<file path="config.mk">
export PLATFORM = sky130hd
export DESIGN_NAME = seg_scan_driver
export DESIGN_NICKNAME = d
export VERILOG_FILES = /design/src/rtl/watch_pkg.sv /design/src/rtl/bcd_to_seg.sv /design/src/rtl/seg_scan_driver.sv
export SDC_FILE = /design/constraint.sdc
export NUM_CORES = 1
export LEC_CHECK = 0
export BUFFER_PORTS_ARGS = -buffer_cell sky130_fd_sc_hd__buf_2
export CORE_MARGIN = 3
export CORE_UTILIZATION = 50
export DETAILED_ROUTE_END_ITERATION = 10
export GPL_TIMING_DRIVEN = 0
export PLACE_DENSITY_LB_ADDON = 0.2
export SYNTH_ARGS = -nofsm -noshare
export SYNTH_HDL_FRONTEND = slang
export SYNTH_HIERARCHICAL = 1
export SYNTH_SLANG_ARGS = --single-unit
</file>
<file path="constraint.sdc">
create_clock -name clk -period 3.7 [get_ports clk]
set_input_delay 0.74 -clock clk [delete_from_list [all_inputs] [get_ports clk]]
set_output_delay 0.74 -clock clk [all_outputs]
set_load 0.02 [all_outputs]
</file>
<file path="src/rtl/watch_pkg.sv">
// Shared constants for the watch display path: active-low segment patterns {g,f,e,d,c,b,a}
// and the scan FSM state encoding.
package watch_pkg;

    typedef enum logic {
        S_GUARD = 1'b0,
        S_DRIVE = 1'b1
    } state_e;

    localparam logic [6:0] SEG_0    = 7'h40;
    localparam logic [6:0] SEG_1    = 7'h79;
    localparam logic [6:0] SEG_2    = 7'h24;
    localparam logic [6:0] SEG_3    = 7'h30;
    localparam logic [6:0] SEG_4    = 7'h19;
    localparam logic [6:0] SEG_5    = 7'h12;
    localparam logic [6:0] SEG_6    = 7'h02;
    localparam logic [6:0] SEG_7    = 7'h78;
    localparam logic [6:0] SEG_8    = 7'h00;
    localparam logic [6:0] SEG_9    = 7'h10;
    localparam logic [6:0] SEG_DASH = 7'h3F;
    localparam logic [6:0] SEG_OFF  = 7'h7F;

endpackage

</file>
<file path="src/rtl/bcd_to_seg.sv">
// BCD digit to active-low seven-segment decoder; non-BCD codes show a dash.
module bcd_to_seg
    import watch_pkg::*;
(
    input  logic [3:0] bcd,
    output logic [6:0] seg
);

    always_comb begin
        case (bcd)
            4'd0:    seg = SEG_0;
            4'd1:    seg = SEG_1;
            4'd2:    seg = SEG_2;
            4'd3:    seg = SEG_3;
            4'd4:    seg = SEG_4;
            4'd5:    seg = SEG_5;
            4'd6:    seg = SEG_6;
            4'd7:    seg = SEG_7;
            4'd8:    seg = SEG_8;
            4'd9:    seg = SEG_9;
            default: seg = SEG_DASH;
        endcase
    end

endmodule

</file>
<file path="src/rtl/seg_scan_driver.sv">
// Time-multiplexed seven-segment scan driver with frame snapshot, leading-zero blanking and
// lap hold. Define DIGIT_BLINK_EN to build the per-digit blink feature.
module seg_scan_driver
    import watch_pkg::*;
#(
    parameter int unsigned NUM_DIGITS = 6,
    parameter int unsigned SCAN_DIV   = 50000,
    parameter int unsigned GUARD      = 2,
    parameter int unsigned BLINK_DIV  = 12500000
) (
    input  logic                    clk,
    input  logic                    reset,
    input  logic [4*NUM_DIGITS-1:0] digits,
    input  logic                    hold,
    input  logic                    blank_lz,
    input  logic [NUM_DIGITS-1:0]   dp_mask,
    input  logic [NUM_DIGITS-1:0]   blink_sel,
    output logic [6:0]              seg,
    output logic                    dp,
    output logic [NUM_DIGITS-1:0]   an,
    output logic                    frame_done
);

    localparam int unsigned PresW = $clog2(SCAN_DIV);
    localparam int unsigned IdxW  = (NUM_DIGITS > 1) ? $clog2(NUM_DIGITS) : 1;
    localparam logic [PresW-1:0] PresLast  = PresW'(SCAN_DIV - 1);
    localparam logic [PresW-1:0] GuardLast = PresW'(GUARD - 1);
    localparam logic [IdxW-1:0]  IdxLast   = IdxW'(NUM_DIGITS - 1);

    logic [PresW-1:0]        pres_q, pres_d;
    logic [IdxW-1:0]         idx_q, idx_d;
    state_e                  state_q, state_d;
    logic [4*NUM_DIGITS-1:0] snap_q, snap_d;
    logic [6:0]              seg_q, seg_d;
    logic                    dp_q, dp_d;
    logic [NUM_DIGITS-1:0]   an_q, an_d;
    logic                    frame_done_q, frame_done_d;

    logic [NUM_DIGITS-1:0] lz_blank, an_sel;
    logic                  upper_zero;
    logic [3:0]            cur_digit;
    logic                  cur_lz, cur_dp, cur_blink, blink_off;
    logic [6:0]            dec_seg;

    // lz_blank[i]: digit i and everything above it are zero; digit 0 is never blanked.
    always_comb begin
        upper_zero = 1'b1;
        lz_blank   = '0;
        for (int i = NUM_DIGITS - 1; i >= 1; i--) begin
            upper_zero  = upper_zero & (snap_q[4*i +: 4] == 4'd0);
            lz_blank[i] = upper_zero;
        end
    end

    always_comb begin
        cur_digit = 4'd0;
        cur_lz    = 1'b0;
        cur_dp    = 1'b0;
        cur_blink = 1'b0;
        an_sel    = '1;
        for (int i = 0; i < NUM_DIGITS; i++) begin
            if (idx_q == IdxW'(i)) begin
                cur_digit = snap_q[4*i +: 4];
                cur_lz    = lz_blank[i];
                cur_dp    = dp_mask[i];
                cur_blink = blink_sel[i];
                an_sel[i] = 1'b0;
            end
        end
    end

    bcd_to_seg u_bcd_to_seg (
        .bcd (cur_digit),
        .seg (dec_seg)
    );

`ifdef DIGIT_BLINK_EN
    localparam int unsigned BlinkW = (BLINK_DIV > 1) ? $clog2(BLINK_DIV) : 1;
    localparam logic [BlinkW-1:0] BlinkLast = BlinkW'(BLINK_DIV - 1);

    logic [BlinkW-1:0] blink_cnt_q, blink_cnt_d;
    logic              phase_q, phase_d;

    always_comb begin
        blink_cnt_d = blink_cnt_q + BlinkW'(1);
        phase_d     = phase_q;
        if (blink_cnt_q == BlinkLast) begin
            blink_cnt_d = '0;
            phase_d     = ~phase_q;
        end
    end

    always_ff @(posedge clk or negedge reset) begin
        if (!reset) begin
            blink_cnt_q <= '0;
            phase_q     <= 1'b0;
        end else begin
            blink_cnt_q <= blink_cnt_d;
            phase_q     <= phase_d;
        end
    end

    assign blink_off = phase_q & cur_blink;
`else
    logic unused_blink;
    assign unused_blink = cur_blink;
    assign blink_off    = 1'b0;
`endif

    always_comb begin
        pres_d = (pres_q == PresLast) ? '0 : pres_q + PresW'(1);
        idx_d  = idx_q;
        if (pres_q == PresLast) begin
            idx_d = (idx_q == IdxLast) ? '0 : idx_q + IdxW'(1);
        end

        state_d = state_q;
        if (state_q == S_GUARD && pres_q == GuardLast) begin
            state_d = S_DRIVE;
        end else if (pres_q == PresLast) begin
            state_d = S_GUARD;
        end

        // Snapshot only at frame start so a frame never mixes old and new digits.
        snap_d = (idx_q == '0 && pres_q == '0 && !hold) ? digits : snap_q;

        seg_d        = SEG_OFF;
        dp_d         = 1'b1;
        an_d         = '1;
        frame_done_d = (idx_q == IdxLast) && (pres_q == PresLast);
        if (state_q == S_DRIVE) begin
            an_d  = an_sel;
            dp_d  = ~cur_dp;
            seg_d = (blank_lz && cur_lz) ? SEG_OFF : dec_seg;
            if (blink_off) begin
                seg_d = SEG_OFF;
                dp_d  = 1'b1;
            end
        end
    end

    always_ff @(posedge clk or negedge reset) begin
        if (!reset) begin
            pres_q       <= '0;
            idx_q        <= '0;
            state_q      <= S_GUARD;
            snap_q       <= '0;
            seg_q        <= SEG_OFF;
            dp_q         <= 1'b1;
            an_q         <= '1;
            frame_done_q <= 1'b0;
        end else begin
            pres_q       <= pres_d;
            idx_q        <= idx_d;
            state_q      <= state_d;
            snap_q       <= snap_d;
            seg_q        <= seg_d;
            dp_q         <= dp_d;
            an_q         <= an_d;
            frame_done_q <= frame_done_d;
        end
    end

    assign seg        = seg_q;
    assign dp         = dp_q;
    assign an         = an_q;
    assign frame_done = frame_done_q;

endmodule

</file>
[Word level (Yosys, flattened, before mapping)]
Memories as Yosys holds them, arrays and structs flattened.
Cells that the tools add are included.
Operators by class
  $add $sub $neg: 2
  equal/unequal tests: 7
  mux-type cells: 31
  bitwise operators: 6
  reductions and logical operators: 14
Operator list (number)
  two-way mux 4 bit: 6
  logical NOT 4 bit: 5
  two-way mux 1 bit: 20
  adder 16 x 1 -> 16 bit (second input constant): 1
  == test 16 x 1 -> 1 bit (second input constant): 1
  == test 16 bit (second input constant): 1
  logical NOT 16 bit: 1
  two-way mux 16 bit: 1
  two-way mux 7 bit: 2
  == test 3 x 2 -> 1 bit (second input constant): 2
  == test 3 bit (second input constant): 2
  two-way mux 6 bit: 1
  logical AND 1 bit: 5
  AND 1 bit: 4
  adder 3 x 1 -> 3 bit (second input constant): 1
  == test 3 x 1 -> 1 bit (second input constant): 1
  logical NOT 3 bit: 1
  two-way mux 3 bit: 1
  NOT 1 bit: 2
  nonzero test 2 bit: 1
  logical NOT 1 bit: 1
Storage, ports and cells
  bits in registers: 59
  memory bits (read-only): 112
  input port bits: 40
  output and inout port bits: 15
  memories: 1
Memory list
  (no name shown): depth 16, width 7, read ports 1, clocked after memory_dff 0, write ports 0, line bcd_to_seg.sv:10  | case (bcd)

[Depth between registers and ports, before layout]
  word-level depth: 13
  gate-level depth with buffers: 13
  mapped depth without buffers: 10

[Hierarchy]
Netlist, hierarchy kept.
By module, submodules not included
  seg_scan_driver: instances 1, cells an instance 244, area each 2855.2 µm²
  bcd_to_seg: instances 1, cells an instance 31, area each 224.0 µm²

[Least setup slack after synthesis]
No wires, ideal clock.
  path type: register to register
  start point: register idx_q[0]
  end point: register seg_q[4], in the netlist seg[4]
  library setup time: 80 ps
  arrival time: 3004 ps
  data required time: 3620 ps
  setup slack: 616 ps
  cell stages (with the launch flop): 13
  path buffers: 3
  period minus slack after synthesis: 3084 ps
  cell sequence: dfrtp_1 clkbuf_1 clkbuf_1 and2_1 ha_1 clkbuf_1 o311ai_0 inv_1 ha_1 or2b_1 a31oi_1 nor2b_1 o21ai_0
Between the ends
  longest elaborated chain between the ends: 10
  elaborated cells between the ends (all ways): 21
Ends and longest elaborated chain
  start, declared: line seg_scan_driver.sv:31  | logic [IdxW-1:0] idx_q, idx_d;
  start signal, assigned: line seg_scan_driver.sv:154  | idx_q <= idx_d;
  logical NOT 3 bit: line seg_scan_driver.sv:62  | if (idx_q == IdxW'(i)) begin
  two-way mux 4 bit (5 in series): line seg_scan_driver.sv:62
  two-way mux 4 bit (*): line seg_scan_driver.sv:62
  net cur_digit[1]: line seg_scan_driver.sv:41  | logic [3:0] cur_digit;
  memory (16 x 7 bit) (*)
  net dec_seg[4]: line seg_scan_driver.sv:43  | logic [6:0] dec_seg;
  two-way mux 7 bit (*): line seg_scan_driver.sv:134  | seg_d = (blank_lz && cur_lz) ? SEG_OFF : dec_seg;
  two-way mux 7 bit (*): line seg_scan_driver.sv:131  | if (state_q == S_DRIVE) begin
  net seg_d[4]: line seg_scan_driver.sv:34  | logic [6:0] seg_q, seg_d;
  end signal, assigned: line seg_scan_driver.sv:157  | seg_q <= seg_d;
  end, declared: line seg_scan_driver.sv:34
Mark *: on every way through the listed nets, which the timed path passes. The rest lies on a longest branch.
A chain may end at the register's enable or synchronous reset.

[Worst setup path in the final report]
  start point: register idx_q[0]
  end point: register seg_q[3], in the netlist seg[3]
The elaborated chain is that of the path after synthesis.

==> out/metrics.cfg <==
[status]
run_status=completed

[worst_setup_path]
start_kind=register
crit_type=reg -> reg
critPathMostFrequentCell=clkbuf_1
crit_chain=clkbuf_1 > clkbuf_1 > and2_1 > ha_1 > clkbuf_1 > a31oi_1 > o311ai_1 > inv_1 > ha_1 > and3b_1 > a21oi_1 > nor2b_1 > o21ai_0
rr_endpoint=seg[3]
critPathArrivalTime_ps=3530
rrSetupSlack_ps=410
r2r_start=idx_q[0]
r2r_cells=13
cpPeakStageDelay_ps=510
cpMaxStageDelayCell=clkbuf_1
crit_fanout=10
cp_data_required_time_ps=3950
end_kind=register

[synth]
async_flop_share_pct=100
netlist_area_mm2=0.00308
synth_nets=324
netlist_top_cells_count=dfrtp_1 (45), mux2_4 (20), nor2_1 (19)
syn-instance-count=275
synth.top_cell.area_share_pct=36.6
yosysTopAreaCell=dfrtp_1
synth.ff_latch_count=59
synth.most_common_cell=dfrtp_1
synth.mux.area_fraction_pct=13.9
ys_seq_area_share_pct=48.5
ys_warn_count=6
synthSimpleGateAreaFrac_pct=18.0
synth_compound_area_share_pct=7.60
synth_edf_count=0
synthXorXnorAreaFrac_pct=3.98
syn_avg_cell_area_um2=11.2
synthAdderAreaFrac_pct=3.66
synthTopCellsByArea=dfrtp_1 (37%), dfstp_2 (12%), mux2_4 (9.8%)
synth_ff_type=dfrtp_1
synth.distinct_cells=45
synth_top_family_by_area=simple AND/OR/NAND/NOR gates

[finish]
syn2layout_area_growth_pct=17.1
antenna_cells=0
drive_gt1_share_pct=32.6
instances_no_fill=412
stdcell_area_mm2=0.00361
finalNetCount=384

[placement]
place_hpwl_um=4450
gp_congestion=0.831
placed_cells=395
portBuffers=48
place_area_mm2=0.00341

[clock_network]
clk_latency_ps=340
cts_max_level=3
cts_tree=yes
root_buffer=clkbuf_8
cts_buffer_depth=2
numCtsBuffers=9
clock-sinks=59
postCtsSetupBuffers=0
path_clk_slew_ps=70

[drt]
postRouteWirelength_um=6220
drtAntennaViolNets=0
drt_iter0_markers=92
via_per_inst=5.39
wire_per_inst_um=15.1
first_pass_iters=4
drc_errors=0
num_vias=2222

[pwr]
switching_share_pct=24.3
comb_power_share_pct=10.1
pwr-share-clk_pct=39.2
p_leak_nw=1.69
p_switching_w=0.000337
power_density_mw_per_mm2=384
ir_worst_vdd_mv=0.239
p_int_w=0.00105
seq_power_share_pct=50.7

[sta]
setup_violations=0
rsz0062_at_grt=no
finalMaxSlewViolations=0
tightestPinTransition_ps=943
hold_slack_ps=438
fin_skew_ps=8.99
period_needed_ps=3290
fmax_ghz=0.304
max_slew_margin_pct=36.6
period_share_pct=88.8
hold_viol=0

[floorplan]
start_util_pct=53.6
io-pin-count=55
fp-row-count=27
coreArea_mm2=0.00574
die_h_um=84.5
die_area_mm2=0.00714
die_w_um=84.5

[grt]
gr-total-overflow=0
grt_max_degree=60
grtUsageTotal_pct=19.1
grt_pass1_wl_um=10700
grt_pass1_vias=2204
antenna_found_initial=0

[flow_run]
maxCapViolCount=0

[min_path]
worstHoldPathType=in -> async

-- per-stage QoR --
step	TNS, ps	setup slack, ps	total power, W	util, %
after floorplan	0	616	0.000797	-
after global placement	0	33.6	0.000850	59.4
after detailed placement	-45.7	-22.3	0.000855	59.4
after CTS	0	257	0.00141	62.5
after global routing	0	92.8	0.00145	62.8
final	0	414	0.00139	62.8
-- power by group through the flow --
stage | logic, W | registers [W] | clock network [W]
4_1_cts | 0.000141 | 0.000703 | 0.000562
3_5_place_dp | 0.000140 | 0.000714 | 0
5_1_grt | 0.000156 | 0.000706 | 0.000591
3_3_place_gp | 0.000137 | 0.000713 | 0
6_report | 0.000140 | 0.000703 | 0.000543
2_1_floorplan | 0.0000729 | 0.000724 | 0
-- area by class of cell --
type	instances	area, µm²
multi-input combinational	193	1460
clock inverter	2	10.0
tap	72	90.1
sequential	59	1490
fill	500	2140
clock buffer	14	173
buffer	12	93.8
timing repair buffer	49	248
inverter	11	41.3
-- sequential cells by signal (all words and copies together), names as in the netlist --
register	flops
frame_done	1
idx_q	3
dp	1
seg	7
an	6
state_q	1
pres_q	16
snap_q	24
-- worst max-delay path: cells and delay by family, from the launching register on --
kind	cells	cell delay (ps)
AO/OA/AOI/OAI	4	550
flip-flops	1	320
buffers and inverters	4	1330
AND/OR/NAND/NOR	3	430
adder cells (fa/ha/maj)	2	550
-- cell usage in the layout (no fill, tap or decap), types with 5 or more instances in the layout --
cell and instances:
buf_2 48, mux2i_1 7, nor2b_1 10, nor3_1 8, inv_1 11, nor2_1 19
dfrtp_1 45, o21ai_0 11, xnor2_1 7, mux2_2 5, a31oi_1 5, a21oi_1 8
clkbuf_1 9, xor2_1 7, nand3_1 8, nor4_1 11, clkbuf_8 12, ha_1 9
nor3b_1 6, nand2_1 18, mux2_4 20, dfstp_2 14
-- per-layer routing --
metal	wire, µm	share of wire, %	up-vias	GRT usage (%)
li1	-	-	1096	-
met1	2880	46	1060	25.5
met2	2840	46	54	29.0
met3	371	6.0	12	5.89
met4	118	1.9	0	7.91
met5	0	0	-	0
-- cells by family after synthesis --
family                     count (synthesis)
muxes                                     32
buffers and inverters                     23
AOI/OAI and AO/OA                         37
xor gates and xnor gates                  14
DFF                                       59
adders and majority gates                  9
and+or+nand+nor                          101
-- worst max path at each step --
| stage | start | endpoint | cells past startpoint | slack [ps] |
|---|---|---|---|---|
| after floorplan | idx_q[0] | seg[4] | 12 | 620 |
| after global placement | idx_q[0] | seg[4] | 12 | 30 |
| after detailed placement | idx_q[0] | seg[5] | 12 | -20 |
| after CTS | idx_q[0] | seg[3] | 12 | 260 |
| after global routing | idx_q[0] | seg[3] | 13 | 90 |
| final | idx_q[0] | seg[3] | 13 | 410 |
-- what timing repair did --
item,in CTS,in global routing
resized for setup,1,2
endpoints found under the setup margin,3,6
hold buffers,0,0
(Power assumes the default switching activity.)
